--- src/rtl/ring_freq_meter.sv ---
// Ring-oscillator frequency meter: powers the oscillator up, waits for it to
// settle, then counts its synchronized rising edges over a programmable window.
module ring_freq_meter #(
    parameter int CNT_W         = 16,
    parameter int GATE_W        = 16,
    parameter int SETTLE_CYCLES = 16
) (
    input  logic              clk,
    input  logic              rst_n,
    input  logic              start,
    input  logic              abort,
    input  logic [GATE_W-1:0] gate_len,
    input  logic              osc_in,
    output logic              pd,
    output logic              busy,
    output logic              done,
    output logic [CNT_W-1:0]  count,
    output logic              overflow
);
    // Window timer must hold both the full gate range and the settle count.
    localparam int TW = (GATE_W > 8) ? GATE_W : 8;

    typedef enum logic [1:0] {IDLE, SETTLE, MEASURE, DONE} state_t;

    state_t              state_q, state_d;
    logic [TW-1:0]       tmr_q, tmr_d;
    logic [GATE_W-1:0]   gate_q, gate_d;
    logic [CNT_W-1:0]    count_q, count_d;
    logic                ovf_q, ovf_d;
    logic [2:0]          sync_q, sync_d;
    logic                osc_edge;
    logic [TW-1:0]       gate_ext;

    assign sync_d   = {sync_q[1:0], osc_in};
    assign osc_edge = sync_q[1] & ~sync_q[2];
    assign gate_ext = TW'(gate_q);

    always_comb begin
        state_d = state_q;
        tmr_d   = tmr_q;
        gate_d  = gate_q;
        count_d = count_q;
        ovf_d   = ovf_q;
        case (state_q)
            IDLE: begin
                if (!abort && start && gate_len != '0) begin
                    state_d = SETTLE;
                    gate_d  = gate_len;
                    tmr_d   = '0;
                    count_d = '0;
                    ovf_d   = 1'b0;
                end
            end
            SETTLE: begin
                if (abort) begin
                    state_d = IDLE;
                    count_d = '0;
                    ovf_d   = 1'b0;
                end else if (tmr_q == TW'(SETTLE_CYCLES - 1)) begin
                    state_d = MEASURE;
                    tmr_d   = '0;
                end else begin
                    tmr_d = tmr_q + 1'b1;
                end
            end
            MEASURE: begin
                if (abort) begin
                    state_d = IDLE;
                    count_d = '0;
                    ovf_d   = 1'b0;
                end else begin
                    if (osc_edge) begin
                        // Saturate; an edge that cannot be counted flags overflow.
                        if (count_q == '1) ovf_d = 1'b1;
                        else               count_d = count_q + 1'b1;
                    end
                    if (tmr_q == gate_ext - 1'b1) state_d = DONE;
                    else                          tmr_d   = tmr_q + 1'b1;
                end
            end
            DONE:    state_d = IDLE;
            default: state_d = IDLE;
        endcase
    end

    always_ff @(posedge clk or negedge rst_n) begin
        if (!rst_n) begin
            state_q <= IDLE;
            tmr_q   <= '0;
            gate_q  <= '0;
            count_q <= '0;
            ovf_q   <= 1'b0;
            sync_q  <= '0;
        end else begin
            state_q <= state_d;
            tmr_q   <= tmr_d;
            gate_q  <= gate_d;
            count_q <= count_d;
            ovf_q   <= ovf_d;
            sync_q  <= sync_d;
        end
    end

    assign busy     = (state_q == SETTLE) || (state_q == MEASURE);
    assign pd       = ~busy;
    assign done     = (state_q == DONE);
    assign count    = count_q;
    assign overflow = ovf_q;
endmodule

--- config.mk ---
export PLATFORM = sky130hd
export DESIGN_NAME = ring_freq_meter
export DESIGN_NICKNAME = d
export VERILOG_FILES = /design/src/rtl/ring_freq_meter.sv
export SDC_FILE = /design/constraint.sdc
export NUM_CORES = 1
export LEC_CHECK = 0
export CORE_MARGIN = 1
export CORE_UTILIZATION = 61
export CTS_CLUSTER_SIZE = 20
export DETAILED_ROUTE_END_ITERATION = 7
export MAX_ROUTING_LAYER = met4
export PLACE_DENSITY = 0.88
export RECOVER_POWER = 25
export SYNTH_ARGS = -nofsm -noshare
export SYNTH_HDL_FRONTEND = slang
export SYNTH_SLANG_ARGS = --single-unit
--- constraint.sdc ---
create_clock -name clk -period 6.8 [get_ports clk]
set_input_delay 1.36 -clock clk [delete_from_list [all_inputs] [get_ports clk]]
set_output_delay 1.36 -clock clk [all_outputs]
set_load 0.005 [all_outputs]
# == After elaboration in Yosys (flattened, before gate mapping) ==
# Cells that the tools add are included.
# totals
latchBits,0
romBits,0
memories,0
in_bits,21
out_inout_bits,20
ram_bits,0
regBits,54
elab_cells,63
# op_classes
mux,23
add_sub_neg,3
n_eq_ne,16
reduce_logical,12
multipliers,0
bitwise_logic,3
shift,0
magnitude_cmp,0
div_mod_pow,0
# op_table
operator,count
two-way mux 16 bit,9
one-hot mux 16 bit (3 select lines),2
adder 16 x 1 -> 16 bit (second input constant),2
equality test 16 bit,1
equality test 16 bit (second input constant),1
equality test 16 x 4 -> 1 bit (second input constant),1
nonzero test 16 bit,1
subtractor 16 x 1 -> 16 bit (second input constant),1
!= test 3 bit (second input constant),5
AND reduction 5 bit,3
two-way mux 2 bit,5
!= test 2 bit (second input constant),5
one-hot mux 2 bit (4 select lines),1
two-way mux 1 bit,5
equality test 2 bit (second input constant),2
one-hot mux 1 bit (3 select lines),1
AND reduction 3 bit,1
nonzero test 3 bit,1
equality test 2 x 1 -> 1 bit (second input constant),1
logical AND 1 bit,2
zero test 2 bit,1
inverter 1 bit,2
AND reduction 2 bit,1
AND 1 bit,1
2 further kinds,2

# == Longest topological paths before layout ==
# logic_depth
ltp_word,5
ltp_mapped,11
ltp_nobuf,9

# == Worst setup path after synthesis ==
# No wires, ideal clock.
# synth_timing
path_type,input to register
startpoint,input port gate_len[2]
endpoint,"register count_q[8], in the netlist count[8]"
path_slack_ns,3.886
t_required_ns,6.668
stages,8
n_path_buf,1
arrival_time_ns,2.783
cell_sequence,nor4_1 -> a41oi_1 -> o21ba_2 -> o21ai_1 -> clkbuf_1 -> nor3_1 -> xnor2_1 -> nor2_1
# synth_via
elab_chain_cells,4
# synth_rtl
item,line,text
from (decl),12,"input logic [GATE_W-1:0] gate_len,"
nonzero test 16 bit,46,if (!abort && start && gate_len != '0) begin
logical AND 1 bit,46,
!= test 2 bit (no source line),-,
AND reduction 5 bit (no source line),-,
to (signal assigned),98,count_q <= count_d;
to (decl),28,"logic [CNT_W-1:0] count_q, count_d;"
# Every way passes these cells.
# A chain may end at the register's enable or synchronous reset.

# == Worst setup path after layout ==
# layout_timing
startpoint,input port abort
endpoint,"register count_q[7], in the netlist count[7]"
# layout_via
elab_chain_cells,5
# layout_rtl
item,line,text
from (decl),11,"input logic abort,"
zero test 1 bit,46,
logical AND 1 bit (2 in series),46,
!= test 2 bit (no source line),-,
AND reduction 5 bit (no source line),-,
# Several ways; a longest one is shown, not always the timed one.

==> reports/qor.yml <==
cells_and_area:
  fillers: 387
  n_antenna_cell: 0
  drive_gt1_share_pct: 12.33
  syn2layout_area_growth_pct: 14.42
  utilization_pct: 74.43
  fin_nets: 402
clocking:
  cts-hold-fix-buffers: 0
  ctsLongestPathBuffers: 2
  tritoncts: "done"
  cts_setup_buffers: 0
  clk_pin_slew_worst_paths_ns: 0.10
  clockRootBuffer: "clkbuf_8"
  cts_buffers: 5
  insertion_delay_ns: 0.31
  cts_resized: 0
  cts.sinks: 54
  cts_max_level: 2
power_and_ir_drop:
  fin_total_pwr_mw: 1.273
  power-per-cell-area_mw_per_mm2: 324.6
  vdd_drop_max_mv: 0.2100
  leakagePower_nw: 1.560
synthesis:
  synth_edf_count: 0
  yosysSeqAreaShare_pct: 39.42
  synthDistinctLibCells: 63
  async_flop_share_pct: 100.0
  synthFlopType: "dfrtp_1"
  ys_warn_count: 0
  yosys_register_bits: 54
  syn_nets: 365
  netlist_area_mm2: 0.003428
  synthCells: 336
  syn_area_per_cell_um2: 10.20
drt:
  finalWirelength_um: 8143
  wl_per_cell_um: 18.38
  vias: 2890
  first_pass_iters: 5
  vias_per_cell: 6.524
  detail_route.iter0.violations: 224
  drc: 0
  antenna_left: 0
sta:
  worst_pin_slew_ns: 2.852
  slew_viol_final: 55
  period_share_pct: 58.26
  fin_skew_ns: 0.006687
  fin_ws_ns: 2.839
  whs_ns: 0.3628
  rsz0062_at_grt: "false"
  max_freq_ghz: 0.2524
  hold_violations: 0
  tns_ns: 0
  setup_viol: 0
  period_needed_ns: 3.961
  max_slew_margin_pct: -90.14
die:
  initial_utilization_pct: 65.05
  ios: 41
  core_mm2: 0.005270
  die_h_um: 76.97
  die_w_um: 76.97
  die_area_mm2: 0.005924
  num_rows: 26
critical_path:
  crit_fanout: 20
  crit_slowest_cell: "clkdlybuf4s50_1"
  startpoint_type: "input port"
  end_kind: "flip-flop"
  worst-r2r-cell-count: 9
  worstSetupPathType: "in2reg"
  r2r-end: "tmr_q[12]"
  timing.rr.start: "gate_ext[0]"
  crit_chain: "clkdlybuf4s50_1 > nand2b_1 > a41oi_1 > o21ba_2 > o21ai_1 > nor4_1 > xnor2_1 > nor2_1"
  arrival_ns: 4.15
  cp_data_required_time_ns: 6.99
  cpPeakStageDelay_ns: 0.61
  rrSetupSlack_ns: 3.37
run_status:
  violations: "max-capacitance violations, max-slew violations"
  status: "complete, but fails checks"
global_routing:
  grt_antenna_before_repair: 0
  grt-ovfl-total: 0
  grt_pass1_wl_um: 13560
  first_global_vias: 2797
  grtUsageTotal_pct: 29.65
  grt_max_degree: 55
placement:
  place_ws_ns: 2.524
  dpl.hpwl_um: 5760
  gp_congestion: 0.8632
  port_buffers: 40
job:
  drv_cap: 1
min_path:
  min-delay-start: "sync_q[0]"
  hold_path_depth: 0
  hold_class: "reg2reg"
  hold_end: "sync_q[1]"
-- logic make-up after synthesis --
| kind of cell | after synthesis | share of synthesized area [%] |
|---|---|---|
| adders and majority gates | 8 | 2.920 |
| DFF | 54 | 39.42 |
| and+or+nand+nor | 130 | 21.90 |
| xor gates and xnor gates | 33 | 8.430 |
| buffers and inverters | 25 | 3.832 |
| AOI/OAI and AO/OA | 64 | 16.46 |
| muxes | 22 | 7.044 |
-- state kept, by name, indices dropped and copies added, names as in the netlist --
register and flops:
count 16, sync_q 3, gate_ext 16, state_q 2, overflow 1, tmr_q 16
-- critical path: cells and delay by family --
family,cells,cell delay (ns)
XOR/XNOR,1,0.18
AO/OA/AOI/OAI,3,1.23
buffers and inverters,1,0.61
AND/OR/NAND/NOR,3,0.77
-- layout make-up --
class	count	area [µm²]	area share (%)
Clock buffer	5	68.82	1.754
Clock inverter	2	10.01	0.2552
Inverter	12	45.04	1.148
Multi-Input combinational cell	257	1946	49.60
Sequential cell	54	1351	34.45
Tap cell	70	87.58	2.233
Timing Repair Buffer	43	414.1	10.56
-- Yosys cell counts, types with 5 or more instances --
cell type | number | share of area (%)
dfrtp_1 | 54 | 39
nor2_1 | 23 | 2.5
xnor2_1 | 22 | 5.6
mux2_2 | 17 | 5.6
nand2_1 | 15 | 1.6
and3_1 | 14 | 2.6
nor3_1 | 14 | 2.0
nor4_1 | 14 | 2.6
inv_1 | 12 | 1.3
nand2b_1 | 12 | 2.2
xor2_1 | 11 | 2.8
o221ai_1 | 10 | 2.6
nand3_1 | 9 | 1.3
o2bb2ai_1 | 9 | 2.3
ha_1 | 8 | 2.9
a21oi_1 | 5 | 0.73
clkbuf_1 | 5 | 0.55
mux2i_1 | 5 | 1.5
nand4_1 | 5 | 0.91
o21ai_0 | 5 | 0.73
-- power breakdown --
group / internal, mW / switching [mW]
clock: 0.0695 / 0.105
sequential: 0.382 / 0.0972
combinational: 0.282 / 0.338
total: 0.733 / 0.540
-- per-stage QoR --
step	instances	area (µm²)
3_5_place_dp	436	3847
2_1_floorplan	336	3428
4_1_cts	443	3926
3_3_place_gp	436	3847
6_report	443	3923
5_1_grt	443	3923
-- how the worst max path moves through the flow --
stage	depth (start not counted)	endpoint	startpoint	slack (ns)
global route	2	gate_ext[5]	rst_n	2.50
global placement	8	count[11]	abort	2.71
floorplan	8	count[8]	gate_len[2]	3.89
finish	8	count[7]	abort	2.84
detailed placement	8	count[7]	abort	2.52
CTS	8	count[7]	abort	2.87
-- cell usage in the layout, fill, tap and decap left out, drive strengths merged, types with 4 or more instances in the layout --
cell and n:
inv 12, or4 5, nor4 14, a21oi 5
nand2 15, nor3 14, dfrtp 54, o221ai 11
mux2i 5, mux2 17, nand2b 12, nand4 5
o21ai 6, o21a 4, clkbuf 6, o211ai 4
xnor2 22, nand3 9, o2bb2ai 12, clkdlybuf4s50 38
xor2 11, ha 8, nor2 23, and3 14
-- layer usage --
metal | vias to the layer above | part of all wire [%] | global-route usage [%]
met1 | 1453 | 44 | 38.02
met2 | 94 | 51 | 48.48
met4 | 0 | 1.2 | 9.231
met5 | - | 0 | -
met3 | 12 | 4.4 | 4.286
li1 | 1331 | - | -
Note: power is estimated with default switching activity, not from simulation.
